## src/rtl/alu_arbiter_if.sv

```systemverilog
// alu_arbiter_if: request/response bundle between two requesters and the
// ALU arbiter. Each per-port field is packed with port 0 in the low slice.
//   req_valid/req_ready : per-port request handshake
//   req_op/form/vec/sel : per-port operation descriptor (3/1/2/4 bits)
//   req_opnd            : per-port {A,B,C,D}, A in the top word of the slice
//   rsp_valid/rsp_ready : per-port response handshake
//   rsp_Y1/rsp_Y2       : per-port results
//   rsp_err             : per-port "opcode unsupported" flag
// modport master = requester side, modport slave = arbiter side.
interface alu_arbiter_if #(
    parameter int DATA_W = 32
) ();
    logic [1:0]          req_valid;
    logic [1:0]          req_ready;
    logic [5:0]          req_op;
    logic [1:0]          req_form;
    logic [3:0]          req_vec;
    logic [7:0]          req_sel;
    logic [8*DATA_W-1:0] req_opnd;
    logic [1:0]          rsp_valid;
    logic [1:0]          rsp_ready;
    logic [2*DATA_W-1:0] rsp_Y1;
    logic [2*DATA_W-1:0] rsp_Y2;
    logic [1:0]          rsp_err;

    modport master (
        output req_valid, req_op, req_form, req_vec, req_sel, req_opnd, rsp_ready,
        input  req_ready, rsp_valid, rsp_Y1, rsp_Y2, rsp_err
    );

    modport slave (
        input  req_valid, req_op, req_form, req_vec, req_sel, req_opnd, rsp_ready,
        output req_ready, rsp_valid, rsp_Y1, rsp_Y2, rsp_err
    );
endinterface

```

## src/rtl/alu_arbiter.sv

```systemverilog
// alu_arbiter: two-port arbiter and issue controller for the shared
// combinational ALU. One request is granted per cycle, registered into an
// issue stage that drives the ALU, and the ALU results are captured one
// cycle later into a one-entry response buffer per port.
// Ports:
//   clk, rst_n        : clock, asynchronous active-low reset
//   bus (slave)       : request/response handshakes for both ports
//   alu_op..alu_D     : ALU inputs, straight from the issue registers
//   alu_Y1, alu_Y2    : ALU results (combinational)
//   busy              : issue stage valid or any response pending
module alu_arbiter #(
    parameter int DATA_W     = 32,
    parameter bit FIXED_PRIO = 1'b0
) (
    input  logic              clk,
    input  logic              rst_n,
    alu_arbiter_if.slave      bus,
    output logic [2:0]        alu_op,
    output logic              alu_form,
    output logic [1:0]        alu_vec,
    output logic [3:0]        alu_sel,
    output logic [DATA_W-1:0] alu_A,
    output logic [DATA_W-1:0] alu_B,
    output logic [DATA_W-1:0] alu_C,
    output logic [DATA_W-1:0] alu_D,
    input  logic [DATA_W-1:0] alu_Y1,
    input  logic [DATA_W-1:0] alu_Y2,
    output logic              busy
);

    typedef enum logic [2:0] {
        OP_ADD  = 3'b000,
        OP_SUB  = 3'b100,
        OP_COPY = 3'b111
    } op_e;

    function automatic logic op_supported(input logic [2:0] op);
        logic ok;
        case (op)
            OP_ADD, OP_SUB, OP_COPY: ok = 1'b1;
            default:                 ok = 1'b0;
        endcase
        return ok;
    endfunction

    // Issue stage
    logic              iss_valid_q, iss_valid_d;
    logic              iss_port_q,  iss_port_d;
    logic [2:0]        iss_op_q,    iss_op_d;
    logic              iss_form_q,  iss_form_d;
    logic [1:0]        iss_vec_q,   iss_vec_d;
    logic [3:0]        iss_sel_q,   iss_sel_d;
    logic [DATA_W-1:0] iss_a_q, iss_a_d;
    logic [DATA_W-1:0] iss_b_q, iss_b_d;
    logic [DATA_W-1:0] iss_c_q, iss_c_d;
    logic [DATA_W-1:0] iss_d_q, iss_d_d;
    logic              last_grant_q, last_grant_d;

    // Response buffers
    logic [1:0]          rsp_valid_q, rsp_valid_d;
    logic [1:0]          rsp_err_q,   rsp_err_d;
    logic [2*DATA_W-1:0] rsp_y1_q,    rsp_y1_d;
    logic [2*DATA_W-1:0] rsp_y2_q,    rsp_y2_d;

    logic [1:0]          port_busy;
    logic [1:0]          eligible;
    logic [1:0]          grant;
    logic                gnt_port;
    logic [4*DATA_W-1:0] opnd_sel;
    logic                iss_ok;

    assign iss_ok = op_supported(iss_op_q);

    // Arbitration. A full response slot that is being drained this cycle
    // does not block its port, so a port can refill every other cycle.
    always_comb begin
        port_busy[0] = (iss_valid_q & ~iss_port_q) | (rsp_valid_q[0] & ~bus.rsp_ready[0]);
        port_busy[1] = (iss_valid_q &  iss_port_q) | (rsp_valid_q[1] & ~bus.rsp_ready[1]);
        eligible     = bus.req_valid & ~port_busy & {2{rst_n}};
        grant        = 2'b00;
        case (eligible)
            2'b01:   grant = 2'b01;
            2'b10:   grant = 2'b10;
            2'b11:   grant = (FIXED_PRIO || last_grant_q) ? 2'b01 : 2'b10;
            default: grant = 2'b00;
        endcase
        gnt_port = grant[1];
    end

    assign bus.req_ready = grant;

    // Issue-stage next state; descriptor registers hold when nothing is granted
    always_comb begin
        opnd_sel     = gnt_port ? bus.req_opnd[8*DATA_W-1:4*DATA_W]
                                : bus.req_opnd[4*DATA_W-1:0];
        iss_valid_d  = |grant;
        iss_port_d   = iss_port_q;
        iss_op_d     = iss_op_q;
        iss_form_d   = iss_form_q;
        iss_vec_d    = iss_vec_q;
        iss_sel_d    = iss_sel_q;
        iss_a_d      = iss_a_q;
        iss_b_d      = iss_b_q;
        iss_c_d      = iss_c_q;
        iss_d_d      = iss_d_q;
        last_grant_d = last_grant_q;
        if (|grant) begin
            iss_port_d   = gnt_port;
            iss_op_d     = gnt_port ? bus.req_op[5:3]   : bus.req_op[2:0];
            iss_form_d   = gnt_port ? bus.req_form[1]   : bus.req_form[0];
            iss_vec_d    = gnt_port ? bus.req_vec[3:2]  : bus.req_vec[1:0];
            iss_sel_d    = gnt_port ? bus.req_sel[7:4]  : bus.req_sel[3:0];
            iss_a_d      = opnd_sel[4*DATA_W-1:3*DATA_W];
            iss_b_d      = opnd_sel[3*DATA_W-1:2*DATA_W];
            iss_c_d      = opnd_sel[2*DATA_W-1:DATA_W];
            iss_d_d      = opnd_sel[DATA_W-1:0];
            last_grant_d = gnt_port;
        end
    end

    // Response next state: drain first, then a completing load overrides it
    always_comb begin
        rsp_valid_d = rsp_valid_q & ~bus.rsp_ready;
        rsp_err_d   = rsp_err_q;
        rsp_y1_d    = rsp_y1_q;
        rsp_y2_d    = rsp_y2_q;
        if (iss_valid_q) begin
            if (iss_port_q) begin
                rsp_valid_d[1]               = 1'b1;
                rsp_err_d[1]                 = ~iss_ok;
                rsp_y1_d[2*DATA_W-1:DATA_W]  = iss_ok ? alu_Y1 : '0;
                rsp_y2_d[2*DATA_W-1:DATA_W]  = iss_ok ? alu_Y2 : '0;
            end else begin
                rsp_valid_d[0]               = 1'b1;
                rsp_err_d[0]                 = ~iss_ok;
                rsp_y1_d[DATA_W-1:0]         = iss_ok ? alu_Y1 : '0;
                rsp_y2_d[DATA_W-1:0]         = iss_ok ? alu_Y2 : '0;
            end
        end
    end

    always_ff @(posedge clk or negedge rst_n) begin
        if (!rst_n) begin
            iss_valid_q  <= 1'b0;
            iss_port_q   <= 1'b0;
            iss_op_q     <= '0;
            iss_form_q   <= 1'b0;
            iss_vec_q    <= '0;
            iss_sel_q    <= '0;
            iss_a_q      <= '0;
            iss_b_q      <= '0;
            iss_c_q      <= '0;
            iss_d_q      <= '0;
            last_grant_q <= 1'b1;
            rsp_valid_q  <= '0;
            rsp_err_q    <= '0;
            rsp_y1_q     <= '0;
            rsp_y2_q     <= '0;
        end else begin
            iss_valid_q  <= iss_valid_d;
            iss_port_q   <= iss_port_d;
            iss_op_q     <= iss_op_d;
            iss_form_q   <= iss_form_d;
            iss_vec_q    <= iss_vec_d;
            iss_sel_q    <= iss_sel_d;
            iss_a_q      <= iss_a_d;
            iss_b_q      <= iss_b_d;
            iss_c_q      <= iss_c_d;
            iss_d_q      <= iss_d_d;
            last_grant_q <= last_grant_d;
            rsp_valid_q  <= rsp_valid_d;
            rsp_err_q    <= rsp_err_d;
            rsp_y1_q     <= rsp_y1_d;
            rsp_y2_q     <= rsp_y2_d;
        end
    end

    // Unsupported opcodes are presented to the ALU as ADD
    assign alu_op   = iss_ok ? iss_op_q : OP_ADD;
    assign alu_form = iss_form_q;
    assign alu_vec  = iss_vec_q;
    assign alu_sel  = iss_sel_q;
    assign alu_A    = iss_a_q;
    assign alu_B    = iss_b_q;
    assign alu_C    = iss_c_q;
    assign alu_D    = iss_d_q;

    assign bus.rsp_valid = rsp_valid_q;
    assign bus.rsp_err   = rsp_err_q;
    assign bus.rsp_Y1    = rsp_y1_q;
    assign bus.rsp_Y2    = rsp_y2_q;

    assign busy = iss_valid_q | (|rsp_valid_q);

endmodule

```

## src/flat_wrapper.sv

```systemverilog
// flat-port wrapper written by rule: the top's interface ports become plain ports
module alu_arbiter_flat 
#(
    parameter int DATA_W     = 32,
    parameter bit FIXED_PRIO = 1'b0
)
  (clk, rst_n, alu_op, alu_form, alu_vec, alu_sel, alu_A, alu_B, alu_C, alu_D, alu_Y1, alu_Y2, busy, bus_req_valid, bus_req_op, bus_req_form, bus_req_vec, bus_req_sel, bus_req_opnd, bus_rsp_ready, bus_req_ready, bus_rsp_valid, bus_rsp_Y1, bus_rsp_Y2, bus_rsp_err);
  alu_arbiter_if #(.DATA_W(DATA_W)) bus_i ();
  input  logic clk;
  input  logic rst_n;
  output logic [2:0] alu_op;
  output logic alu_form;
  output logic [1:0] alu_vec;
  output logic [3:0] alu_sel;
  output logic [DATA_W-1:0] alu_A;
  output logic [DATA_W-1:0] alu_B;
  output logic [DATA_W-1:0] alu_C;
  output logic [DATA_W-1:0] alu_D;
  input  logic [DATA_W-1:0] alu_Y1;
  input  logic [DATA_W-1:0] alu_Y2;
  output logic busy;
  input wire logic [$bits(bus_i.req_valid)-1:0] bus_req_valid;
  input wire logic [$bits(bus_i.req_op)-1:0] bus_req_op;
  input wire logic [$bits(bus_i.req_form)-1:0] bus_req_form;
  input wire logic [$bits(bus_i.req_vec)-1:0] bus_req_vec;
  input wire logic [$bits(bus_i.req_sel)-1:0] bus_req_sel;
  input wire logic [$bits(bus_i.req_opnd)-1:0] bus_req_opnd;
  input wire logic [$bits(bus_i.rsp_ready)-1:0] bus_rsp_ready;
  output wire logic [$bits(bus_i.req_ready)-1:0] bus_req_ready;
  output wire logic [$bits(bus_i.rsp_valid)-1:0] bus_rsp_valid;
  output wire logic [$bits(bus_i.rsp_Y1)-1:0] bus_rsp_Y1;
  output wire logic [$bits(bus_i.rsp_Y2)-1:0] bus_rsp_Y2;
  output wire logic [$bits(bus_i.rsp_err)-1:0] bus_rsp_err;
  assign bus_i.req_valid = bus_req_valid;
  assign bus_i.req_op = bus_req_op;
  assign bus_i.req_form = bus_req_form;
  assign bus_i.req_vec = bus_req_vec;
  assign bus_i.req_sel = bus_req_sel;
  assign bus_i.req_opnd = bus_req_opnd;
  assign bus_i.rsp_ready = bus_rsp_ready;
  assign bus_req_ready = bus_i.req_ready;
  assign bus_rsp_valid = bus_i.rsp_valid;
  assign bus_rsp_Y1 = bus_i.rsp_Y1;
  assign bus_rsp_Y2 = bus_i.rsp_Y2;
  assign bus_rsp_err = bus_i.rsp_err;
  alu_arbiter #(.DATA_W(DATA_W), .FIXED_PRIO(FIXED_PRIO)) u_core (.clk(clk), .rst_n(rst_n), .bus(bus_i), .alu_op(alu_op), .alu_form(alu_form), .alu_vec(alu_vec), .alu_sel(alu_sel), .alu_A(alu_A), .alu_B(alu_B), .alu_C(alu_C), .alu_D(alu_D), .alu_Y1(alu_Y1), .alu_Y2(alu_Y2), .busy(busy));
endmodule
```

## config.mk

```make
export PLATFORM = sky130hd
export DESIGN_NAME = alu_arbiter_flat
export DESIGN_NICKNAME = d
export VERILOG_FILES = /design/src/rtl/alu_arbiter_if.sv /design/src/rtl/alu_arbiter.sv /design/src/flat_wrapper.sv
export SDC_FILE = /design/constraint.sdc
export NUM_CORES = 1
export LEC_CHECK = 0
export ABC_AREA = 1
export ABC_CLOCK_PERIOD_IN_PS = 3000
export BUFFER_PORTS_ARGS = -buffer_cell sky130_fd_sc_hd__buf_2
export CORE_AREA = 2 2 243 245
export CTS_BUF_LIST = sky130_fd_sc_hd__clkbuf_4 sky130_fd_sc_hd__clkbuf_8 sky130_fd_sc_hd__clkbuf_16
export DETAILED_ROUTE_END_ITERATION = 8
export DIE_AREA = 0 0 245 247
export GPL_TIMING_DRIVEN = 0
export PLACE_DENSITY = 0.49
export SYNTH_ARGS = -nofsm -noshare
export SYNTH_HDL_FRONTEND = slang
export SYNTH_SLANG_ARGS = --single-unit
```

## constraint.sdc

```tcl
create_clock -name clk -period 3 [get_ports clk]
set_input_delay 0.45 -clock clk [delete_from_list [all_inputs] [get_ports clk]]
set_output_delay 0.45 -clock clk [all_outputs]
set_load 0.02 [all_outputs]
```

# Word level (Yosys, flattened, before mapping)
# Index checks and enable logic that the tools add are counted.
[classes]
addsub = 0
mul = 0
div = 0
magnitude_cmp = 0
n_eq_ne = 5
n_shift = 0
muxes = 14
n_bitwise = 16
n_reduce_logical = 6
[op_table]
columns = ["op", "count"]
rows = [
  ["two-way mux 128 bit", 1],
  ["two-way mux 32 bit", 2],
  ["bitwise AND 2 bit", 3],
  ["== test 3 bit, second input constant", 2],
  ["two-way mux 2 bit", 3],
  ["two-way mux 3 bit", 2],
  ["case mux 2 bit (3 select lines)", 1],
  ["bitwise AND 1 bit", 4],
  ["== test 2 bit, second input constant", 2],
  ["two-way mux 1 bit", 4],
  ["two-way mux 4 bit", 1],
  ["inverter 1 bit", 4],
  ["inverter 2 bit", 2],
  ["AND reduction 2 bit", 2],
  ["OR reduction 2 bit", 2],
  ["zero test 3 bit", 1],
  ["bitwise OR 1 bit", 3],
  ["OR reduction 3 bit", 1],
  ["== test 2 x 1 -> 1 bit, second input constant", 1],
]
[word_totals]
ff_bits = 273
latchBits = 0
ram_bits = 0
rom_bits = 0
input_bits = 346
output_inout_bits = 273
elab_cells = 59
n_memories = 0

# Longest topological paths before layout
# Gate-level depths: netlist (run 1).
[logic_depth]
word_depth = 9
mapped_depth = 9

# Worst setup path before layout (run 1)
# No wires, ideal clock.
[synth_timing]
kind = "reg2out"
from = "register u_core.iss_valid_q"
to = "output bus_req_ready[0]"
arrival_time_ns = 1.391
required_ns = 2.550
setup_slack_ns = 1.159
stages_incl_launch_ff = 7
n_path_buf = 3
path_cell_list = "dfrtp_1 nand2_2 buf_6 nand3_2 buf_2 buf_2 nor2_1"
[synth_via]
elab_chain_len = 7
elab_cells_between_ends = 11
classes_between = "eq/ne: 3; mux: 1; bitwise: 7"
[synth_lines]
columns = ["element", "line_no", "rtl"]
rows = [
  ["start: declaration", "alu_arbiter.sv:47", "logic iss_valid_q, iss_valid_d;"],
  ["start signal: assignment", "alu_arbiter.sv:160", "iss_valid_q <= iss_valid_d;"],
  ["bitwise AND 1 bit (on tied branches)", "alu_arbiter.sv:77, alu_arbiter.sv:78", ""],
  ["bitwise OR 1 bit (on tied branches)", "alu_arbiter.sv:77, alu_arbiter.sv:78", ""],
  ["inverter 2 bit (*)", "alu_arbiter.sv:79", "eligible = bus.req_valid & ~port_busy & {2{rst_n}};"],
  ["bitwise AND 2 bit (*) (2 in series)", "alu_arbiter.sv:79", ""],
  ["== test 2 bit or == test 2 x 1 -> 1 bit (tied branches)", "alu_arbiter.sv:81", "case (eligible)"],
  ["case mux 2 bit (3 select lines) (*)", "alu_arbiter.sv:81", ""],
  ["end: declaration", "flat_wrapper.sv:29", "output wire logic [$bits(bus_i.req_ready)-1:0] bus_req_ready;"],
]
# Mark *: on every way between the ends. The rest lies on a longest branch, timed or not.

# Worst setup path after layout (run 1)
[layout_timing]
from = "register u_core.iss_valid_q"
to = "output bus_req_ready[1]"
# The elaborated chain is that of the path after synthesis.

==> results of run 1 <==
[worst max-delay path: cells and delay by family, from the launching register on]
family | cells | cell delay [ns]
and+or+nand+nor | 3 | 0.71
DFF | 1 | 0.40
buffers and inverters | 4 | 0.73
[layout make-up]
| class | instances | area (sq um) | share of cell area |
|---|---|---|---|
| Tap cell | 773 | 967 | 0.0538 |
| Buffer | 123 | 589 | 0.0328 |
| Antenna cell | 10 | 25.0 | 0.00139 |
| Clock inverter | 11 | 129 | 0.00717 |
| Clock buffer | 47 | 992 | 0.0552 |
| Inverter | 147 | 552 | 0.0307 |
| Sequential cell | 273 | 6830 | 0.380 |
| Multi-Input combinational cell | 1035 | 4610 | 0.257 |
| Timing Repair Buffer | 624 | 3280 | 0.182 |
[cells in the mapped netlist]
library cell  number
dfrtp_1          272
buf_1              1
nand4_2            1
nand3_2            1
nor2_1           140
clkbuf_1          43
o21ai_0          131
dfstp_2            1
buf_6              2
and2_1             1
buf_4              4
or3_1              1
buf_2             75
nor2_4             1
inv_2              2
o21ai_1            2
nand2_2            2
nand2_1          340
inv_1            145
nand3_1          415
[power by group through the flow]
stage	Clock (mW)	Sequential [mW]	Combinational [mW]
finish	4.18	6.12	7.37
floorplan	0	7.91	2.28
detailed placement	0	6.14	7.41
global route	4.48	6.28	8.01
global placement	0	6.10	7.37
CTS	4.31	6.10	7.45
[flip-flops by register name (all words and copies together), names as in the netlist]
name                  count
u_core.alu_C             32
u_core.last_grant_q       1
u_core.alu_vec            2
u_core.alu_A             32
u_core.alu_form           1
u_core.bus.rsp_Y2        64
u_core.bus.rsp_Y1        64
u_core.alu_B             32
u_core.iss_valid_q        1
u_core.alu_sel            4
u_core.bus.rsp_valid      2
u_core.iss_port_q         1
u_core.alu_D             32
u_core.iss_op_q           3
u_core.bus.rsp_err        2
[cell usage in the layout, fill, tap and decap left out]
| cell type | n |
|---|---|
| and2_1 | 1 |
| buf_1 | 1 |
| buf_12 | 1 |
| buf_16 | 5 |
| buf_2 | 689 |
| buf_4 | 6 |
| buf_6 | 2 |
| bufbuf_16 | 1 |
| bufinv_16 | 2 |
| clkbuf_1 | 42 |
| clkbuf_16 | 34 |
| clkbuf_4 | 6 |
| clkbuf_8 | 7 |
| clkinv_2 | 4 |
| clkinv_8 | 1 |
| clkinvlp_4 | 2 |
| dfrtp_1 | 272 |
| dfstp_2 | 1 |
| diode_2 | 10 |
| inv_1 | 145 |
| inv_2 | 2 |
| inv_6 | 2 |
| nand2_1 | 340 |
| nand2_2 | 2 |
| nand3_1 | 415 |
| nand3_4 | 1 |
| nand4_2 | 1 |
| nor2_1 | 140 |
| nor2_4 | 1 |
| o21ai_0 | 131 |
| o21ai_1 | 1 |
| o21ai_2 | 1 |
| or3_1 | 1 |
[final timing paths]
kind / from / end / depth (start not counted) / slack [ns]
worst max-delay path: u_core.iss_valid_q$_DFF_PN0_ / bus_req_ready[1] / 7 / 0.15
worst min-delay path: rst_n / u_core.bus.rsp_Y2[53]$_DFFE_PN0P_ / 2 / -0.01
worst max register to register: u_core.iss_port_q$_DFFE_PN0P_ / u_core.alu_D[28]$_DFFE_PN0P_ / 8 / 0.79
worst min register to register: u_core.bus.rsp_Y1[39]$_DFFE_PN0P_ / u_core.bus.rsp_Y1[39]$_DFFE_PN0P_ / 2 / 0.48
max in group asynchronous: rst_n / u_core.alu_B[0]$_DFFE_PN0P_ / 2 / 2.48
min in group clk: bus_req_opnd[190] / u_core.alu_C[30]$_DFFE_PN0P_ / 3 / 0.15
[cell families (layout without fill, tap and decap cells)]
kind of cell,Yosys count,count (layout)
AND/OR/NAND/NOR,902,902
flip-flops,273,273
buffers and inverters,272,952
AO/OA/AOI/OAI,133,133
other,0,10
[metrics by stage]
stage                util  TNS (ns)
floorplan               -         0
global placement    0.286  -1732.88
detailed placement  0.287     -2.51
CTS                 0.308         0
global route        0.309         0
finish              0.309         0
[metal layers]
| layer | vias to the layer above | wire length (um) |
|---|---|---|
| met5 | - | 138 |
| met4 | 22 | 1580 |
| met3 | 104 | 4490 |
| met2 | 539 | 27900 |
| met1 | 6655 | 24600 |
| li1 | 6417 | - |
[repair_timing]
action / 4_1_cts / 5_1_grt
endpoints found under the hold margin: 63 / 0
setup endpoints to repair: 2 / 1
hold buffers: 3 / 0
cloned: 1 / 0
gates resized for setup: 4 / 1
==> run_results.csv, run 1 <==
group,metric,value,unit
die,die-area,0.0605,sq mm
yosys,synth.distinct_cells,20,
yosys,yosys.area_share.adder,0,
run_status,outcome,"finished with violations",
detailed_routing,via_count,13700,
power_and_ir_drop,ir_worst_vdd,459,uV
yosys,yosys.area_share.simple,0.313,
placed_design,io_buffers,618,
yosys,yosysSeqAreaShare,0.543,
clock_tree,postCtsSetupRepairBufs,0,
power_and_ir_drop,switchingPower,7.68,mW
yosys,avgSynthCellArea,7.96,sq um
yosys,synth_mux_area_frac,0,
timing,whs,-0.0117,ns
timing,hold_viol,2,
yosys,ys_warn_count,0,
finish,design_area,0.0180,sq mm
critical_path,cp_max_fo,19,
critical_path,end_kind,"output port",
die,start_util,0.216,
die,rows,89,
yosys,ys_ff_latch,273,
detailed_routing,vias_per_cell,4.51,
global_routing,use_met3,0.0532,
global_routing,grt_pass1_wl,86.3,mm
clock_tree,cts_tree,"yes",
yosys,synth_top_family_by_area,"simple AND/OR/NAND/NOR gates",
detailed_routing,drtPass1Iterations,5,
finish,drive_gt1_frac,0.341,
clock_tree,numClockSinks,273,
critical_path,crit_type,"flip-flop to output port",
detailed_routing,drt_iter0_drc,840,
yosys,yosys.area.top_type_share,0.541,
finish,fin_nets,2584,
placed_design,post_dp_cell_area,0.0167,sq mm
placed_design,gp_congestion,0.913,
finish,fill_cells,6348,
yosys,synth_area_leaders,"dfrtp_1 (54%), nand3_1 (17%), nand2_1 (10%)",
global_routing,grt_util_met1,0.238,
detailed_routing,drc,0,
critical_path,path_cells,"nand2_2 -> buf_6 -> nand4_2 -> nand2_2 -> buf_6 -> inv_1 -> buf_2",
flow_run,maxCapViolCount,0,
die,pin_count,619,
placed_design,hpwl,45.5,mm
power_and_ir_drop,power.share.switching,0.435,
clock_tree,clockRootBuffer,"clkbuf_16",
global_routing,grt_busiest_layer,"met2",
detailed_routing,wl,58.8,mm
yosys,synth_compound_area_frac,0.0529,
yosys,yosys.area.top_type,"dfrtp_1",
detailed_routing,ant_nets,0,
timing,final.setup.worst_slack,0.152,ns
timing,period_needed,2.85,ns
power_and_ir_drop,p_seq_frac,0.346,
timing,setup_violations,0,
critical_path,cp.arrival,2.40,ns
timing,max_freq,0.351,GHz
yosys,netlist_instances,1580,
critical_path,cp.required,2.55,ns
global_routing,antenna_found_initial,22,
timing,relSlewSlack,0.572,
clock_tree,clockBufferDepth,3,
worst_hold_path,hold_class,"primary input to async pin",
clock_tree,clock_latency,0.54,ns
run_status,violations,"hold timing",
global_routing,grt_overflow,0,
power_and_ir_drop,internal_power,9.99,mW
power_and_ir_drop,finalPower,17.7,mW
timing,finClkSkew,0.0243,ns
die,die_h,247,um
finish,synthToLayoutAreaGrowth,42.9,%
die,core,0.0582,sq mm
critical_path,cp_slowest_cell,"dfrtp_1",
clock_tree,htreeDepth,2,
power_and_ir_drop,pwr-share-comb,0.417,
clock_tree,clkTransAtPathRegs,0.06,ns
power_and_ir_drop,powerDensity,983,mW/mm^2
global_routing,met2_usage,0.308,
timing,period_share,0.949,
placed_design,place_inst,2973,
global_routing,grt_usage,0.188,
yosys,netlist_area,0.0126,sq mm
critical_path,slowest_delay,0.40,ns
placed_design,dp_slack,-0.516,ns
critical_path,worstSetupStartpointType,"flip-flop",
finish,instances_no_fill,3043,
yosys,synth_xor_area_frac,0,
power_and_ir_drop,clockPowerShare,0.237,
power_and_ir_drop,power.leakage,9.88,nW
global_routing,grt_pass1_vias,13800,
timing,rsz0062_at_grt,"false",
detailed_routing,wl_per_cell,19.3,um
die,die_w,245,um
timing,maxSlewViolCount,0,
clock_tree,numCtsBuffers,34,
timing,tightestPinTransition,0.642,ns
yosys,synth_nets,1926,
global_routing,grt_max_degree,104,
(Power assumes the default switching activity.)
==> inputs of run 2 (changes only) <==
--- a/config.mk
+++ b/config.mk
@@ -8,11 +8,12 @@
 export ABC_AREA = 1
 export ABC_CLOCK_PERIOD_IN_PS = 3000
 export BUFFER_PORTS_ARGS = -buffer_cell sky130_fd_sc_hd__buf_2
-export CORE_AREA = 2 2 243 245
+export CORE_AREA = 2 2 242 244
 export CTS_BUF_LIST = sky130_fd_sc_hd__clkbuf_4 sky130_fd_sc_hd__clkbuf_8 sky130_fd_sc_hd__clkbuf_16
 export DETAILED_ROUTE_END_ITERATION = 8
-export DIE_AREA = 0 0 245 247
+export DIE_AREA = 0 0 244 246
 export GPL_TIMING_DRIVEN = 0
+export MAX_ROUTING_LAYER = met4
 export PLACE_DENSITY = 0.49
 export SYNTH_ARGS = -nofsm -noshare
 export SYNTH_HDL_FRONTEND = slang
==> constraint.sdc (replaced) <==
create_clock -name clk -period 3 [get_ports clk]
set_input_delay 0.3 -clock clk [delete_from_list [all_inputs] [get_ports clk]]
set_output_delay 0.3 -clock clk [all_outputs]
set_load 0.02 [all_outputs]
==> run_results.csv, run 2 (same netlist as run 1, synthesis figures left out) <==
group,metric,value,unit
clock_tree,clock_latency,0.53,ns
clock_tree,clockBufferDepth,3,
finish,drive_gt1_frac,0.329,
die,pin_count,619,
timing,whs,0.0359,ns
critical_path,crit_type,"primary input to output port",
clock_tree,cts_tree,"yes",
placed_design,io_buffers,618,
detailed_routing,ant_nets,0,
critical_path,crit_top_cell,"inv_1",
critical_path,path_cells,"dlygate4sd3_1 -> buf_8 -> buf_16 -> nand2_1 -> inv_1 -> nand4_2 -> nand2_4 -> buf_6 -> buf_4 -> inv_1 -> buf_2",
clock_tree,clkTransAtPathRegs,0.06,ns
timing,period_share,0.933,
run_status,outcome,"complete, no violations",
detailed_routing,via_count,14200,
critical_path,r2r_start,"u_core.iss_port_q$_DFFE_PN0P_",
finish,final_core_util,0.330,
finish,final_common_cell,"buf_2",
critical_path,slowest_delay,0.57,ns
detailed_routing,drc,0,
placed_design,place_inst,2965,
detailed_routing,wl_per_cell,19.1,um
timing,maxSlewViolCount,0,
die,die_h,246,um
clock_tree,numCtsBuffers,35,
worst_hold_path,hold_class,"primary input to flip-flop",
detailed_routing,drtPass1Iterations,7,
worst_hold_path,hold_start,"bus_req_opnd[196]",
finish,multi_input_area,0.00462,sq mm
timing,relSlewSlack,0.524,
die,start_util,0.219,
placed_design,gp_congestion,0.899,
finish,layout_common_cells,"buf_2 (690), nand3_1 (415), nand2_1 (340)",
clock_tree,clockRootBuffer,"clkbuf_16",
finish,fill_cells,6218,
global_routing,grt_max_degree,105,
timing,period_needed,2.80,ns
power_and_ir_drop,pwr-share-comb,0.416,
placed_design,hpwl,45.6,mm
clock_tree,numClockSinks,273,
clock_tree,htreeDepth,2,
global_routing,grt_usage,0.197,
global_routing,antenna_found_initial,9,
die,die-area,0.0600,sq mm
global_routing,grt_pass1_vias,14100,
finish,instances_no_fill,3130,
global_routing,grt_pass1_wl,87.6,mm
power_and_ir_drop,power.share.switching,0.430,
power_and_ir_drop,p_seq_frac,0.343,
critical_path,worstSetupStartpointType,"primary input",
timing,max_freq,0.357,GHz
critical_path,cp_slowest_cell,"dlygate4sd3_1",
detailed_routing,drt_iter0_drc,825,
flow_run,maxCapViolCount,0,
finish,fin_nets,2676,
critical_path,cp.arrival,2.50,ns
detailed_routing,wl,59.7,mm
critical_path,cp_max_fo,10,
power_and_ir_drop,power.leakage,10.3,nW
timing,tightestPinTransition,0.714,ns
die,rows,88,
timing,finClkSkew,0.0110,ns
critical_path,crit_start,"rst_n",
critical_path,end_kind,"output port",
global_routing,grt_overflow,0,
power_and_ir_drop,clockPowerShare,0.241,
finish,synthToLayoutAreaGrowth,50.4,%
timing,setup_violations,0,
power_and_ir_drop,switchingPower,7.70,mW
detailed_routing,vias_per_cell,4.52,
die,die_w,244,um
power_and_ir_drop,ir_worst_vdd,375,uV
critical_path,cp.required,2.70,ns
die,core,0.0574,sq mm
timing,hold_viol,0,
power_and_ir_drop,powerDensity,947,mW/mm^2
finish,regArea,0.00683,sq mm
timing,rsz0062_at_grt,"false",
power_and_ir_drop,internal_power,10.2,mW
## run 2: final timing paths
check,slack (ns),depth (start not counted),to
max,0.20,11,bus_req_ready[1]
min,0.04,3,u_core.alu_B[4]$_DFFE_PN0P_
max reg2reg,0.92,8,u_core.alu_C[13]$_DFFE_PN0P_
min reg2reg,0.48,2,u_core.bus.rsp_Y1[0]$_DFFE_PN0P_
max in group asynchronous,1.50,5,u_core.bus.rsp_Y1[18]$_DFFE_PN0P_
min in group asynchronous,0.43,3,u_core.alu_C[13]$_DFFE_PN0P_
## run 2: critical path, delay by kind of cell
family	cells	cell delay, ns
buf+inv	8	1.68
simple gates	3	0.50
## run 2: layer usage
| metal | GRT usage | wire, um | part of all wire |
|---|---|---|---|
| met1 | 0.240 | 24800 | 0.41 |
| met2 | 0.325 | 28800 | 0.48 |
| met3 | 0.0466 | 4350 | 0.073 |
| met4 | 0.0590 | 1780 | 0.030 |
| met5 | - | 0 | 0 |
## run 2: cell type report
class / count / area share
repair buffers: 713 / 0.220
clock inverters: 11 / 0.00760
inverters: 147 / 0.0292
clock buffers: 50 / 0.0542
well taps: 765 / 0.0506
plain buffers: 125 / 0.0316
multi-input cells: 1035 / 0.244
diodes: 11 / 0.00145
flip-flops and latches: 273 / 0.361
## run 2: repair_timing
action,CTS,global route
endpoints found under the hold margin,155,0
cloned,1,0
setup endpoints to repair,3,2
buffers inserted,0,0
resized for setup,3,2
hold buffers,92,0
## run 2: power groups by stage
stage | clock network, mW | logic (mW) | registers, mW
floorplan | 0 | 2.28 | 7.91
global placement | 0 | 7.36 | 6.14
global route | 4.61 | 8.07 | 6.31
CTS | 4.46 | 7.55 | 6.13
detailed placement | 0 | 7.42 | 6.16
finish | 4.32 | 7.45 | 6.15
## run 2: metrics by stage
step           worst slack (ns)  total power [mW]   TNS, ns  area, sq um
3_3_place_gp              -4.64              13.5  -1686.30        16600
6_report                  0.202              17.9         0        18900
4_1_cts                  0.0446              18.1         0        18900
3_5_place_dp             -0.182              13.6    -0.357        16700
2_1_floorplan              1.31              10.2         0        12600
5_1_grt                  0.0141              19.0         0        18900
